==> src/rtl/prog_counter_if.sv <==
// Control/status bundle for prog_counter: the driver (master) owns the strobes and
// operands, the counter (slave) owns the count and flags.
interface prog_counter_if #(
  parameter int WIDTH = 20
);
  logic             clr;
  logic             en;
  logic             up_dn;
  logic             load;
  logic [WIDTH-1:0] load_val;
  logic             flag_clr;
  logic [WIDTH-1:0] cmp_val;
  logic [WIDTH-1:0] q;
  logic             tc;
  logic             ovf;
  logic             cmp_match;

  modport master (
    output clr, en, up_dn, load, load_val, flag_clr, cmp_val,
    input  q, tc, ovf, cmp_match
  );

  modport slave (
    input  clr, en, up_dn, load, load_val, flag_clr, cmp_val,
    output q, tc, ovf, cmp_match
  );
endinterface

==> src/rtl/prog_counter.sv <==
// Parametrised up/down modulo counter with enable prescaler, parallel load,
// wrap/saturate terminal behaviour, terminal-count pulse, sticky overflow and compare.
module prog_counter #(
  parameter int unsigned      WIDTH    = 20,
  parameter longint unsigned  MAX_VAL  = (64'd1 << WIDTH) - 64'd1,
  parameter int unsigned      PRESCALE = 1,
  parameter bit               SATURATE = 1'b0
) (
  input  logic          clk,
  input  logic          sclr_n,
  prog_counter_if.slave bus
);

  localparam int PW = (PRESCALE > 1) ? $clog2(PRESCALE) : 1;
  localparam logic [PW-1:0]    PS_LAST = PW'(PRESCALE - 1);
  localparam logic [WIDTH-1:0] MAX_Q   = MAX_VAL[WIDTH-1:0];

  generate
    if (WIDTH < 2 || WIDTH > 32) begin : g_bad_width
      $error("prog_counter: WIDTH must be in 2..32");
    end
    if (MAX_VAL > ((64'd1 << WIDTH) - 64'd1)) begin : g_bad_max
      $error("prog_counter: MAX_VAL exceeds 2**WIDTH-1");
    end
    if (PRESCALE == 0 || PRESCALE > 65535) begin : g_bad_prescale
      $error("prog_counter: PRESCALE must be in 1..65535");
    end
  endgenerate

  logic [WIDTH-1:0] q_q, q_d;
  logic [PW-1:0]    ps_q, ps_d;
  logic             tc_q, tc_d;
  logic             ovf_q, ovf_d;
  logic             tick;

  // Priority: clr > load > tick > hold; a terminal tick sets ovf even against flag_clr.
  always_comb begin
    q_d   = q_q;
    ps_d  = ps_q;
    tc_d  = 1'b0;
    ovf_d = ovf_q & ~bus.flag_clr;
    tick  = bus.en && (ps_q == PS_LAST);

    if (bus.clr) begin
      q_d  = '0;
      ps_d = '0;
    end else if (bus.load) begin
      q_d  = (bus.load_val > MAX_Q) ? MAX_Q : bus.load_val;
      ps_d = '0;
    end else if (tick) begin
      ps_d = '0;
      if (bus.up_dn) begin
        if (q_q < MAX_Q) begin
          q_d = q_q + WIDTH'(1);
        end else begin
          q_d   = SATURATE ? MAX_Q : '0;
          tc_d  = 1'b1;
          ovf_d = 1'b1;
        end
      end else begin
        if (q_q > '0) begin
          q_d = q_q - WIDTH'(1);
        end else begin
          q_d   = SATURATE ? '0 : MAX_Q;
          tc_d  = 1'b1;
          ovf_d = 1'b1;
        end
      end
    end else if (bus.en) begin
      ps_d = ps_q + PW'(1);
    end
  end

  always_ff @(posedge clk) begin
    if (!sclr_n) begin
      q_q   <= '0;
      ps_q  <= '0;
      tc_q  <= 1'b0;
      ovf_q <= 1'b0;
    end else begin
      q_q   <= q_d;
      ps_q  <= ps_d;
      tc_q  <= tc_d;
      ovf_q <= ovf_d;
    end
  end

  assign bus.q         = q_q;
  assign bus.tc        = tc_q;
  assign bus.ovf       = ovf_q;
  assign bus.cmp_match = (q_q == bus.cmp_val);

endmodule
==> src/flat_wrapper.sv <==
// flat-port wrapper written by rule: the top's interface ports become plain ports
module prog_counter_flat 
#(
  parameter int unsigned      WIDTH    = 20,
  parameter longint unsigned  MAX_VAL  = (64'd1 << WIDTH) - 64'd1,
  parameter int unsigned      PRESCALE = 1,
  parameter bit               SATURATE = 1'b0
)
  (clk, sclr_n, bus_clr, bus_en, bus_up_dn, bus_load, bus_load_val, bus_flag_clr, bus_cmp_val, bus_q, bus_tc, bus_ovf, bus_cmp_match);
  prog_counter_if #(.WIDTH(WIDTH)) bus_i ();
  input  logic clk;
  input  logic sclr_n;
  input wire logic [$bits(bus_i.clr)-1:0] bus_clr;
  input wire logic [$bits(bus_i.en)-1:0] bus_en;
  input wire logic [$bits(bus_i.up_dn)-1:0] bus_up_dn;
  input wire logic [$bits(bus_i.load)-1:0] bus_load;
  input wire logic [$bits(bus_i.load_val)-1:0] bus_load_val;
  input wire logic [$bits(bus_i.flag_clr)-1:0] bus_flag_clr;
  input wire logic [$bits(bus_i.cmp_val)-1:0] bus_cmp_val;
  output wire logic [$bits(bus_i.q)-1:0] bus_q;
  output wire logic [$bits(bus_i.tc)-1:0] bus_tc;
  output wire logic [$bits(bus_i.ovf)-1:0] bus_ovf;
  output wire logic [$bits(bus_i.cmp_match)-1:0] bus_cmp_match;
  assign bus_i.clr = bus_clr;
  assign bus_i.en = bus_en;
  assign bus_i.up_dn = bus_up_dn;
  assign bus_i.load = bus_load;
  assign bus_i.load_val = bus_load_val;
  assign bus_i.flag_clr = bus_flag_clr;
  assign bus_i.cmp_val = bus_cmp_val;
  assign bus_q = bus_i.q;
  assign bus_tc = bus_i.tc;
  assign bus_ovf = bus_i.ovf;
  assign bus_cmp_match = bus_i.cmp_match;
  prog_counter #(.WIDTH(WIDTH), .MAX_VAL(MAX_VAL), .PRESCALE(PRESCALE), .SATURATE(SATURATE)) u_core (.clk(clk), .sclr_n(sclr_n), .bus(bus_i));
endmodule
==> config.mk <==
export PLATFORM = sky130hd
export DESIGN_NAME = prog_counter_flat
export DESIGN_NICKNAME = d
export VERILOG_FILES = /design/src/rtl/prog_counter_if.sv /design/src/rtl/prog_counter.sv /design/src/flat_wrapper.sv
export SDC_FILE = /design/constraint.sdc
export NUM_CORES = 1
export LEC_CHECK = 0
export CAP_MARGIN = 10
export CORE_MARGIN = 2
export CORE_UTILIZATION = 43
export DETAILED_ROUTE_END_ITERATION = 8
export PLACE_DENSITY = 0.78
export SETUP_SLACK_MARGIN = 0.1
export SLEW_MARGIN = 25
export SYNTH_ARGS = -nofsm -noshare
export SYNTH_HDL_FRONTEND = slang
export SYNTH_SLANG_ARGS = --single-unit
==> constraint.sdc <==
create_clock -name clk -period 1.9 [get_ports clk]
set_input_delay 0.38 -clock clk [delete_from_list [all_inputs] [get_ports clk]]
set_output_delay 0.38 -clock clk [all_outputs]
set_load 0.02 [all_outputs]
## After elaboration in Yosys (flattened, before gate mapping)

Cells that the tools add are included.

| storage, ports and cells | value |
|---|---|
| register bits after elaboration | 23 |
| input bits | 47 |
| output and inout bits | 23 |
| word-level logic and storage cells | 36 |

| operators by class | value |
|---|---|
| $add $sub $neg | 3 |
| magnitude comparators | 3 |
| eq/ne operators | 1 |
| mux-type cells | 15 |
| bitwise logic cells | 5 |
| reduce and logical (&&, ||, !) cells | 5 |

Operators by type and width:

| kind | count |
|---|---|
| 20-bit two-way mux | 6 |
| 20-bit by 1-bit adder with 20-bit output (second input constant) | 1 |
| 20-bit == test | 1 |
| 20-bit by 1-bit greater-than comparator with 1-bit output (second input constant) | 1 |
| 20-bit greater-than comparator (second input constant) | 1 |
| 20-bit less-than comparator (second input constant) | 1 |
| 20-bit by 1-bit subtractor with 20-bit output (second input constant) | 1 |
| 1-bit two-way mux | 9 |
| 4-bit OR reduction | 2 |
| 1-bit NOT | 4 |
| 2-bit nonzero test | 1 |
| 2-bit OR reduction | 1 |
| 1-bit adder (second input constant) | 1 |
| 1-bit bitwise AND | 1 |
| 1-bit logical AND | 1 |

## Longest topological paths before layout

| logic depth | value |
|---|---|
| depth in word-level cells | 7 |
| depth in mapped cells | 10 |
| depth with buffers taken out | 8 |

## Worst setup path after synthesis

No wires, ideal clock.

| timing path | value |
|---|---|
| path kind | register to register |
| from | register u_core.q_q[0] (netlist: u_core.bus.q[0]) |
| to | register u_core.q_q[17] (netlist: u_core.bus.q[17]) |
| data arrival time | 2.133 ns |
| data required time | 1.830 ns |
| path slack | -0.302 ns |
| stages on the path, launching flop included | 10 |
| path buffers | 1 |
| cells stage by stage | dfxtp_1 -> buf_2 -> inv_1 -> ha_1 -> or4b_1 -> nor4_4 -> o21a_1 -> nor3_1 -> or3_1 -> a21oi_1 |

| between the ends | value |
|---|---|
| word-level cells in the longest chain between the ends | 5 |
| elaborated cells on any way between the ends | 9 |
| classes of those cells | 2 x add/sub; 2 x order compare; 5 x mux |

RTL lines:

| element | RTL line | text |
|---|---|---|
| start: declaration | prog_counter.sv:30 | `logic [WIDTH-1:0] q_q, q_d;` |
| start signal: assignment | prog_counter.sv:81 | `q_q <= q_d;` |
| 20-bit by 1-bit subtractor with 20-bit output, or another cell as far along | prog_counter.sv:62 | `q_d = q_q - WIDTH'(1);` |
| 20-bit two-way mux, on equally long branches | prog_counter.sv:61, prog_counter.sv:53 |  |
| 20-bit two-way mux (*) | prog_counter.sv:52 | `if (bus.up_dn) begin` |
| 20-bit two-way mux (*) | prog_counter.sv:50 | `end else if (tick) begin` |
| 20-bit two-way mux (*) | prog_counter.sv:47 | `end else if (bus.load) begin` |

Every way passes the cells marked *; elsewhere a longest branch is shown, timed or not. The select of a mux whose other input is x is not followed.
A chain may end at the register's enable or synchronous reset.

## Worst setup path in the final report

| timing path | value |
|---|---|
| from | register u_core.q_q[0] (netlist: u_core.bus.q[0]) |
| to | register u_core.q_q[3] (netlist: u_core.bus.q[3]) |

Same word-level chain as after synthesis.

==> metrics.json <==
{
  "worst_slew_margin_relative_to_its_limit": {"value": 73.99, "unit": "%"},
  "timing.fmax": {"value": 0.4539, "unit": "GHz"},
  "core": {"value": 5042, "unit": "sq um"},
  "grt_util_all_layers": {"value": 32.19, "unit": "%"},
  "crit_type": {"value": "flop to flop"},
  "hpwl": {"value": 6916, "unit": "um"},
  "placed_instance_area": {"value": 3495, "unit": "sq um"},
  "register_area": {"value": 489.2, "unit": "sq um"},
  "setup_ws": {"value": -0.3033, "unit": "ns"},
  "cts_made_buffers": {"value": 3},
  "crit_end_category": {"value": "flop"},
  "setup_viol": {"value": 23},
  "synthesis.yosys.warnings": {"value": 0},
  "grt_first_pass_wirelength": {"value": 13740, "unit": "um"},
  "yosys.cell_types.count": {"value": 60},
  "row_count": {"value": 26},
  "area.growth.synth_to_final": {"value": 70.81, "unit": "%"},
  "timing.critical_path.from_type": {"value": "flop"},
  "dr.pass1.iters": {"value": 5},
  "max_cap_viol_count": {"value": 0},
  "mappedNetlistNets": {"value": 348},
  "yosys_register_bits": {"value": 23},
  "final.period_utilization": {"value": 116.0, "unit": "%"},
  "critical_path_required": {"value": 2.05, "unit": "ns"},
  "post_drt_via_cell_ratio": {"value": 5.867},
  "synthesis.instances": {"value": 298},
  "hold_violations": {"value": 0},
  "gp_routability_congestion": {"value": 0.9948},
  "grt_antenna_before_repair": {"value": 0},
  "clock-sinks": {"value": 23},
  "synthesis.area_per_instance": {"value": 7.406, "unit": "sq um"},
  "count_of_inserted_antenna_diode_cells": {"value": 0},
  "cell_count_post_placement": {"value": 480},
  "drt_iter0_markers": {"value": 313},
  "dr_total_vias": {"value": 2863},
  "layout-drive-gt1-share": {"value": 33.73, "unit": "%"},
  "die_height": {"value": 75.65, "unit": "um"},
  "timing.hold.worst.class": {"value": "flop to flop"},
  "total_number_of_nets_in_the_final_design": {"value": 469},
  "final_area": {"value": 3770, "unit": "sq um"},
  "clkLatencyLatePin": {"value": 0.28, "unit": "ns"},
  "post_drt_wl_per_cell": {"value": 18.93, "unit": "um"},
  "ys_async_sr_fraction": {"value": 0, "unit": "%"},
  "first_global_vias": {"value": 2698},
  "synth-main-ff-cell": {"value": "sky130_fd_sc_hd__dfxtp_1"},
  "grt_max_degree": {"value": 16},
  "power.leakage": {"value": 1.644, "unit": "nW"},
  "pwr_density_cell": {"value": 449.4, "unit": "nW/um^2"},
  "number_of_levels_in_the_clock_h_tree": {"value": 1},
  "worst_setup_hold_path_clk_slew": {"value": 0.09, "unit": "ns"},
  "postRouteAntennaNets": {"value": 0},
  "io_buffers": {"value": 69},
  "tightestPinTransition": {"value": 0.3887, "unit": "ns"},
  "cts.root.buffer_cell": {"value": "sky130_fd_sc_hd__clkbuf_8"},
  "start_util": {"value": 43.77, "unit": "%"},
  "synth.cell_area": {"value": 2207, "unit": "sq um"},
  "r2r_slack": {"value": -0.30, "unit": "ns"},
  "die_width": {"value": 75.65, "unit": "um"},
  "overflow": {"value": 0},
  "maxSlewViolCount": {"value": 0},
  "crit_fanout": {"value": 5},
  "fin_cells": {"value": 488},
  "io_pins": {"value": 70},
  "finalWorstPathRequiredPeriod": {"value": 2.203, "unit": "ns"},
  "failed_checks": {"value": "negative setup slack"},
  "clockBufferDepth": {"value": 2},
  "multi_input_area": {"value": 1794, "unit": "sq um"},
  "cp_data_arrival_time": {"value": 2.36, "unit": "ns"},
  "clock_skew": {"value": 0.01349, "unit": "ns"},
  "die_area": {"value": 5722, "unit": "sq um"},
  "fill_cells": {"value": 384},
  "hold_buffers": {"value": 0},
  "drt_drc": {"value": 0},
  "tritoncts": {"value": "done"},
  "status": {"value": "finished with violations"},
  "synth-edff-count": {"value": 0},
  "unrepaired_setup_endpoints_after_global_routing": {"value": "true"},
  "synth_sequential_area_ratio": {"value": 20.86, "unit": "%"},
  "routed_wl": {"value": 9238, "unit": "um"},
  "max-vdd-ir-drop": {"value": 331.3, "unit": "uV"}
}
[where the power goes]
group	internal (mW)	switching, mW
sequential	0.506	0.0369
combinational	0.410	0.400
clock	0.147	0.194
total	1.06	0.631
[path summary, 6_finish.rpt]
check / from / endpoint / cells past startpoint
setup / recovery: u_core.bus.q[0]$_SDFFE_PP0P_ / u_core.bus.q[3]$_SDFFE_PP0P_ / 8
hold / removal: u_core.bus.ovf$_SDFF_PN0_ / u_core.bus.ovf$_SDFF_PN0_ / 2
setup reg to reg: u_core.bus.q[0]$_SDFFE_PP0P_ / u_core.bus.q[3]$_SDFFE_PP0P_ / 8
hold reg to reg: u_core.bus.ovf$_SDFF_PN0_ / u_core.bus.ovf$_SDFF_PN0_ / 2
[per-stage QoR]
stage | TNS (ns) | worst slack (ns) | power [mW] | util, % | hold WS (ns)
finish | -4.288 | -0.3033 | 1.694 | 74.76 | 0.4852
detailed placement | -5.198 | -0.6838 | 1.288 | 69.31 | 0.4719
floorplan | -1.724 | -0.1674 | 0.9344 | - | 0.4567
CTS | -3.620 | -0.2148 | 1.652 | 72.53 | 0.4880
global route | -5.985 | -0.4314 | 1.766 | 74.76 | 0.5085
global placement | -5.255 | -0.6378 | 1.277 | 69.31 | 0.4522
[flip-flops by register name, indices dropped and copies added (netlist names)]
signal and count:
u_core.bus.q 20, u_core.bus.ovf 1, u_core.bus.tc 1, u_core.ps_q 1
[synth_stat cells, drive strengths merged, types with 2 or more instances]
library cell  instances  area [sq um]
a211o                 2         17.52
a211oi                9         77.57
a21boi                3         22.52
a21oi                23         115.1
a31oi                 4         25.02
a32o                  2         20.02
a32oi                 2         17.52
and3                  3         18.77
and4                  4         35.03
buf                  17         101.3
clkbuf               11         41.29
dfxtp                23         460.4
ha                    3         37.54
inv                   6         22.52
mux2i                 2         20.02
nand2                23         86.33
nand2b                3         18.77
nand3                 8         40.04
nand4                11         75.07
nor2                 21         78.83
nor2b                 2         12.51
nor3                 12         60.06
nor3b                 3         22.52
nor4                 12         102.6
o211ai                2         15.01
o21ai                21         105.1
o221ai                5         43.79
o22ai                 3         18.77
o31ai                 2         20.02
or3                   4         30.03
or3b                  2         17.52
or4                   5         41.29
xnor2                15         131.4
xor2                 16         140.1
[layout make-up]
cell class | count | area share, %
sequential | 23 | 12.98
clock inverter | 1 | 0.1328
inverter | 7 | 0.8297
timing repair buffer | 144 | 35.05
clock buffer | 3 | 1.095
tap | 70 | 2.323
multi-input combinational | 240 | 47.59
[per-layer routing]
layer,track usage (%),share of wire (%)
met4,11.89,1.9
met1,42.74,41
met5,0,0
met3,5.952,9.8
met2,52.08,47
[worst max-delay path: stages (launching register included)]
cell and delay, ns:
sky130_fd_sc_hd__dfxtp_4 0.36, sky130_fd_sc_hd__inv_4 0.06, sky130_fd_sc_hd__ha_4 0.12, sky130_fd_sc_hd__or4b_4 0.49
sky130_fd_sc_hd__nor4_4 0.27, sky130_fd_sc_hd__nand2_1 0.22, sky130_fd_sc_hd__nand2_2 0.19, sky130_fd_sc_hd__nor3_1 0.08
sky130_fd_sc_hd__a211oi_1 0.30
[repair_timing]
action | in CTS | in global routing
gates resized for setup | 40 | 29
buffers inserted | 4 | 0
pin swaps | 4 | 8
endpoints found under the setup margin | 37 | 28
[cells by family after synthesis]
kind of cell | Yosys count | share of synthesized area, %
flops | 23 | 20.86
xor+xnor | 31 | 12.30
mux | 2 | 0.9071
compound gates | 86 | 25.79
buf+inv | 35 | 7.653
simple gates | 118 | 30.78
fa+ha+maj | 3 | 1.701
[layout by cell type (no fill, tap or decap), types with 4 or more instances in the layout]
cell type / synthesis / layout
sky130_fd_sc_hd__a21oi_2: 0 / 5
sky130_fd_sc_hd__nor4_1: 9 / 4
sky130_fd_sc_hd__xor2_1: 16 / 15
sky130_fd_sc_hd__nor2_1: 21 / 19
sky130_fd_sc_hd__dfxtp_4: 0 / 4
sky130_fd_sc_hd__nor3_1: 12 / 10
sky130_fd_sc_hd__inv_1: 6 / 4
sky130_fd_sc_hd__nand3_1: 8 / 7
sky130_fd_sc_hd__a211oi_1: 7 / 7
sky130_fd_sc_hd__o21ai_0: 21 / 18
sky130_fd_sc_hd__dlygate4sd2_1: 0 / 12
sky130_fd_sc_hd__dfxtp_1: 23 / 8
sky130_fd_sc_hd__nor4_2: 2 / 6
sky130_fd_sc_hd__buf_6: 2 / 4
sky130_fd_sc_hd__xnor2_1: 15 / 14
sky130_fd_sc_hd__a21oi_1: 23 / 18
sky130_fd_sc_hd__dlymetal6s2s_1: 0 / 12
sky130_fd_sc_hd__clkdlybuf4s50_1: 0 / 44
sky130_fd_sc_hd__nand2_1: 23 / 21
sky130_fd_sc_hd__nand4_1: 10 / 10
sky130_fd_sc_hd__dfxtp_2: 0 / 11
sky130_fd_sc_hd__buf_4: 2 / 68
(Power assumes the default switching activity.)
